--- src/rtl/apu_mem_pkg.sv ---
// Shared types for the APU memory responder: FSM states, error-flag bit positions
// and the latched request record.
package apu_mem_pkg;

  typedef enum logic [2:0] {
    IDLE,
    ROM_WAIT,
    RAM_WAIT,
    RESP,
    HOLD
  } state_t;

  localparam int ERR_ROM_WR = 0;
  localparam int ERR_RAM_TO = 1;
  localparam int ERR_ACCESS = 2;
  localparam int ERR_W      = 3;

  typedef struct packed {
    logic [31:0] addr;
    logic [15:0] wdata;
    logic        is_write;
    logic        is_ram;
  } req_t;

endpackage

--- src/rtl/apu_mem_timeout.sv ---
// Loadable down-counter that flags expiry when it reaches zero.
// Loading takes priority over decrementing; the count parks at zero.
module apu_mem_timeout #(
  parameter int W = 8
) (
  input  logic         clk,
  input  logic         rst,
  input  logic         load,
  input  logic [W-1:0] load_val,
  input  logic         dec,
  output logic         expired
);

  logic [W-1:0] cnt;

  always_ff @(posedge clk or negedge rst) begin
    if (!rst) begin
      cnt <= '0;
    end else if (load) begin
      cnt <= load_val;
    end else if (dec && cnt != '0) begin
      cnt <= cnt - 1'b1;
    end
  end

  assign expired = (cnt == '0);

endmodule

--- src/rtl/apu_mem_responder.sv ---
// Target-side responder for the APU bus: serves level-held read/write requests from
// program BRAM or main RAM and answers with one-cycle dataReady / writeAcknowledge pulses.
module apu_mem_responder
  import apu_mem_pkg::*;
#(
  parameter int          ROM_ADDR_W   = 10,
  parameter int          RAM_TIMEOUT  = 255,
  parameter logic [15:0] TIMEOUT_DATA = 16'hDEAD
) (
  input  logic                  clk,
  input  logic                  rst,
  input  logic [31:0]           address,
  input  logic [15:0]           dataOut,
  input  logic                  writeEnable,
  input  logic                  readEnable,
  input  logic                  readRAM,
  output logic [15:0]           dataIn,
  output logic                  dataReady,
  output logic                  writeAcknowledge,
  output logic [ROM_ADDR_W-1:0] romAddress,
  output logic                  romReadEnable,
  input  logic [15:0]           romData,
  output logic [31:0]           ramAddress,
  output logic [15:0]           ramWriteData,
  output logic                  ramRead,
  output logic                  ramWrite,
  input  logic [15:0]           ramReadData,
  input  logic                  ramAck,
  input  logic                  errorClear,
  output logic [2:0]            errorFlags
);

  localparam int TW = $clog2(RAM_TIMEOUT + 1);

  state_t           state, state_nxt;
  req_t             req;
  logic             accept, in_range, rom_rd, to_load, to_expired, ram_done;
  logic [ERR_W-1:0] err_set;

  assign accept   = (state == IDLE) && (writeEnable || readEnable);
  // Upper address bits are compared, so an out-of-range address never aliases into the ROM.
  assign in_range = (address >> ROM_ADDR_W) == 32'd0;
  assign ram_done = (state == RAM_WAIT) && (ramAck || to_expired);

  apu_mem_timeout #(.W(TW)) u_timeout (
    .clk      (clk),
    .rst      (rst),
    .load     (to_load),
    .load_val (TW'(RAM_TIMEOUT - 1)),
    .dec      ((state == RAM_WAIT) && !ramAck),
    .expired  (to_expired)
  );

  always_ff @(posedge clk or negedge rst) begin
    if (!rst) state <= IDLE;
    else      state <= state_nxt;
  end

  always_comb begin
    state_nxt = state;
    rom_rd    = 1'b0;
    to_load   = 1'b0;
    err_set   = '0;
    case (state)
      IDLE: begin
        if (accept) begin
          if (writeEnable && readEnable) err_set[ERR_ACCESS] = 1'b1;
          if (readRAM) begin
            to_load   = 1'b1;
            state_nxt = RAM_WAIT;
          end else if (writeEnable) begin
            err_set[ERR_ROM_WR] = 1'b1;
            state_nxt           = RESP;
          end else if (in_range) begin
            rom_rd    = 1'b1;
            state_nxt = ROM_WAIT;
          end else begin
            err_set[ERR_ACCESS] = 1'b1;
            state_nxt           = RESP;
          end
        end
      end
      ROM_WAIT: state_nxt = RESP;
      RAM_WAIT: begin
        // A late ack in the expiry cycle still counts as a normal completion.
        if (ramAck) begin
          state_nxt = RESP;
        end else if (to_expired) begin
          err_set[ERR_RAM_TO] = 1'b1;
          state_nxt           = RESP;
        end
      end
      RESP:    state_nxt = HOLD;
      HOLD:    state_nxt = IDLE;
      default: state_nxt = IDLE;
    endcase
  end

  always_ff @(posedge clk or negedge rst) begin
    if (!rst) begin
      req        <= '0;
      dataIn     <= '0;
      ramRead    <= 1'b0;
      ramWrite   <= 1'b0;
      errorFlags <= '0;
    end else begin
      errorFlags <= (errorClear ? 3'b000 : errorFlags) | err_set;
      if (accept) begin
        req <= '{addr: address, wdata: dataOut, is_write: writeEnable, is_ram: readRAM};
        if (readRAM) begin
          ramWrite <= writeEnable;
          ramRead  <= !writeEnable;
        end else if (!writeEnable && !in_range) begin
          dataIn <= TIMEOUT_DATA;
        end
      end
      if (state == ROM_WAIT) dataIn <= romData;
      if (ram_done) begin
        ramRead  <= 1'b0;
        ramWrite <= 1'b0;
        if (!req.is_write) dataIn <= ramAck ? ramReadData : TIMEOUT_DATA;
      end
    end
  end

  // ROM strobe is issued combinationally in the IDLE sample cycle to meet the 2-cycle read latency.
  assign romReadEnable    = rom_rd && rst;
  assign romAddress       = romReadEnable ? address[ROM_ADDR_W-1:0] : '0;
  assign ramAddress       = req.is_ram ? req.addr : 32'd0;
  assign ramWriteData     = req.is_ram ? req.wdata : 16'd0;
  assign dataReady        = (state == RESP) && !req.is_write;
  assign writeAcknowledge = (state == RESP) && req.is_write;

endmodule

--- config.mk ---
export PLATFORM = sky130hd
export DESIGN_NAME = apu_mem_responder
export DESIGN_NICKNAME = d
export VERILOG_FILES = /design/src/rtl/apu_mem_pkg.sv /design/src/rtl/apu_mem_timeout.sv /design/src/rtl/apu_mem_responder.sv
export SDC_FILE = /design/constraint.sdc
export NUM_CORES = 1
export LEC_CHECK = 0
export CORE_AREA = 3 3 104 106
export CTS_CLUSTER_DIAMETER = 80
export DETAILED_ROUTE_END_ITERATION = 16
export DIE_AREA = 0 0 107 109
export HOLD_SLACK_MARGIN = 0.15
export MAX_ROUTING_LAYER = met4
export PLACE_DENSITY = 0.79
export SLEW_MARGIN = 20
export SYNTH_ARGS = -nofsm -noshare
export SYNTH_HDL_FRONTEND = slang
export SYNTH_SLANG_ARGS = --single-unit
--- constraint.sdc ---
create_clock -name clk -period 2.25 [get_ports clk]
set_input_delay 0.225 -clock clk [delete_from_list [all_inputs] [get_ports clk]]
set_output_delay 0.225 -clock clk [all_outputs]
set_load 0.05 [all_outputs]
==> results.sh <==
export IMPL_wl_per_cell_um=17.97
export IMPL_yosys_warnings=0
export IMPL_hpwl_um=9845
export IMPL_synth_seq_cells=82
export IMPL_drtIter0Drc=195
export IMPL_timing_fmax_mhz=418.1
export IMPL_syn_mean_instance_area_um2=10.54
export IMPL_relSlewSlack=0.5003
export IMPL_p_int_uw=5775
export IMPL_cp_max_fo=11
export IMPL_post_route_min_period_ns=2.392
export IMPL_min_path_cells=3
export IMPL_seq_power_share=0.258
export IMPL_synth_enable_flop_cells=0
export IMPL_synth_fp_nets=504
export IMPL_vias=3930
export IMPL_p_comb_frac=0.638
export IMPL_min_to="dataIn[10]"
export IMPL_ys_seq_area_frac=0.4692
export IMPL_synth_area_leader_cell="dfrtp_1"
export IMPL_viasPerCell=5.428
export IMPL_synth_ff_type="dfrtp_1"
export IMPL_leakage_uw=0.002889
export IMPL_grt_pass1_vias=4004
export IMPL_pwr_share_clk=0.104
export IMPL_layout_drive_gt1_share=0.2132
export IMPL_grt_first_pass_wirelength_um=20820
export IMPL_power_density_nw_per_um2=1476
export IMPL_async_flop_share=1.000
export IMPL_rsz0062_at_grt="true"
export IMPL_violations="negative setup slack"
export IMPL_ir_drop_mv=0.9096
export IMPL_num_antenna_cells=0
export IMPL_timing_final_crit_share=1.063
export IMPL_antenna_found_initial=0
export IMPL_use_met2=0.3822
export IMPL_status="complete, but fails checks"
export IMPL_crit_required_ns=2.03
export IMPL_initial_utilization=0.4433
export IMPL_r2r_end="dataIn[15]"
export IMPL_core_area_um2=9864
export IMPL_die_height_um=109
export IMPL_busiest_layer="met2"
export IMPL_endpoint_kind="output pin"
export IMPL_final_hold_viol_count=0
export IMPL_p_switching_uw=4766
export IMPL_cp_start_kind="flop"
export IMPL_min_from="ramReadData[10]"
export IMPL_hp_class="in2reg"
export IMPL_cts_buffers=9
export IMPL_swShare=0.4521
export IMPL_use_met3=0.06276
export IMPL_arrival_ns=2.17
export IMPL_io_buffer_count=168
export IMPL_use_met1=0.2875
export IMPL_cts_tree="done"
export IMPL_overflow=0
export IMPL_cts_sinks=82
export IMPL_num_rows=36
export IMPL_first_pass_iters=4
export IMPL_synth_top_cells_by_area="dfrtp_1 47%, mux2_1 12%, and2_1 9.9%, nor4_1 2.4%, a221oi_1 2.2%"
export IMPL_grt_max_degree=83
export IMPL_clk_latency_ns=0.35
export IMPL_synthCells=415
export IMPL_slowest_stage="or4_4"
export IMPL_slew_viol_final=0
export IMPL_antenna_left=0
export IMPL_cp_cell_sequence="or4_4 -> or2_4 -> nor4_4 -> buf_6 -> and2_2 -> buf_12"
export IMPL_final_common_cell="clkdlybuf4s50_1"
export IMPL_syn2layout_area_growth_pct=63.35
export IMPL_worstRegToRegCells=7
export IMPL_critPathKind="reg2out"
export IMPL_die_w_um=107
export IMPL_rrSetupSlack_ns=0.24
export IMPL_fp_dieArea_um2=11660
export IMPL_setup_viol=11
export IMPL_p_total_uw=10540
export IMPL_slowest_delay_ns=0.52
export IMPL_finClkSkew_ns=0.004627
export IMPL_fin_setup_tns_ns=-1.370
export IMPL_clk_pin_slew_worst_paths_ns=0.09
export IMPL_ys_types=50
export IMPL_drv_cap=0
export IMPL_pin_count=169
export IMPL_regToRegStartpoint="u_timeout.cnt[0]"
export IMPL_grt_usage=0.2332
export IMPL_drc_errors=0
export IMPL_most_common_layout_cells="106 x clkdlybuf4s50_1, 82 x dfrtp_1, 62 x buf_12, 59 x and2_1, 48 x mux2_1"
export IMPL_cts_path_max_buffers=2
export IMPL_netlist_area_um2=4373
export IMPL_worst_pin_slew_ns=0.7495
export IMPL_htree_levels=3
export IMPL_root_buffer="clkbuf_8"
export IMPL_place_gp_congestion=0.8513
export IMPL_final_nets=675
export IMPL_layout_setup_ws_ns=-0.1419
export IMPL_wl_um=13010
export IMPL_synth_top_area_share=0.4692
-- Yosys cell counts (all sizes together) (2+ instances only) --
| library cell | number |
|---|---|
| a211oi | 11 |
| a21o | 6 |
| a21oi | 10 |
| a221oi | 11 |
| a22oi | 5 |
| and2 | 69 |
| and3 | 2 |
| buf | 17 |
| clkbuf | 16 |
| dfrtp | 82 |
| ha | 2 |
| inv | 7 |
| mux2 | 48 |
| nand2 | 18 |
| nand2b | 6 |
| nand3 | 3 |
| nor2 | 20 |
| nor2b | 2 |
| nor3 | 6 |
| nor4 | 18 |
| nor4b | 3 |
| o2111ai | 2 |
| o211ai | 3 |
| o21ai | 5 |
| o21bai | 11 |
| o22ai | 6 |
| o31ai | 5 |
| or2 | 2 |
| or3 | 2 |
| xnor2 | 2 |
| xor2 | 4 |
-- kinds of logic after synthesis --
logic type,synth area share
and+or+nand+nor,0.2163
DFF,0.4692
AOI/OAI and AO/OA,0.1319
muxes,0.1236
buffers and inverters,0.04120
xor gates and xnor gates,0.01202
adders and majority gates,0.005722
-- sequential cells by signal, summed over array words and instances, names as in the netlist --
name           cells
errorFlags         3
u_timeout.cnt      8
ramRead            1
dataIn            16
state              3
ramWrite           1
req               50
-- per-layer routing --
layer,vias to the layer above,part of all wire,routed length [um]
met5,-,0,0
met4,0,0.016,202
met3,18,0.077,1002
met2,169,0.50,6521
met1,1917,0.41,5285
li1,1826,-,-
-- layout make-up --
type                       count  area [um2]
sequential                    82        2052
timing repair buffer         193        2500
multi-input combinational    293        2196
fill                         665        2721
clock inverter                 6       65.06
inverter                       7       26.28
tap                          133       166.4
clock buffer                  10       137.6
-- worst max path at each step --
stage	from	endpoint	slack, ns	cells past startpoint
final	state[1]	romAddress[6]	-0.14	6
after global routing	state[1]	romAddress[4]	-0.25	6
after CTS	state[1]	romAddress[6]	-0.17	6
after detailed placement	address[26]	romAddress[9]	-0.32	8
after global placement	address[31]	romAddress[9]	-0.27	8
after floorplan	state[0]	romAddress[0]	0.07	6
-- stage by stage --
stage / utilization / instances / setup WS (ns) / cell area (um2) / hold slack (ns)
3_5_place_dp: 0.6983 / 706 / -0.3198 / 6888 / 0.4682
6_report: 0.7241 / 724 / -0.1419 / 7143 / 0.4637
5_1_grt: 0.7241 / 724 / -0.2468 / 7143 / 0.4643
2_1_floorplan: - / 415 / 0.07418 / 4384 / -0.07059
3_3_place_gp: 0.6983 / 706 / -0.2654 / 6888 / 0.4595
4_1_cts: 0.7218 / 723 / -0.1657 / 7121 / 0.1987
-- what timing repair did --
action,CTS,global route
hold endpoints to repair,0,82
endpoints found under the setup margin,11,21
setup buffers,1,0
resized for setup,5,2
pin swaps,0,1
hold buffers,0,1
-- critical path: cells and delay by family, from the launching register on --
kind	cells	cell delay [ns]
flip-flops	1	0.39
AND/OR/NAND/NOR	4	1.11
buffers and inverters	2	0.32
-- power by group through the flow --
| stage | logic [uW] | registers [uW] | clock network, uW |
|---|---|---|---|
| floorplan | 3360 | 3130 | 0 |
| detailed placement | 6750 | 2730 | 0 |
| global route | 7070 | 2810 | 1190 |
| finish | 6720 | 2720 | 1100 |
| global placement | 6600 | 2660 | 0 |
| CTS | 6770 | 2710 | 1120 |
No activity file was read; power rests on OpenSTA's default activity.
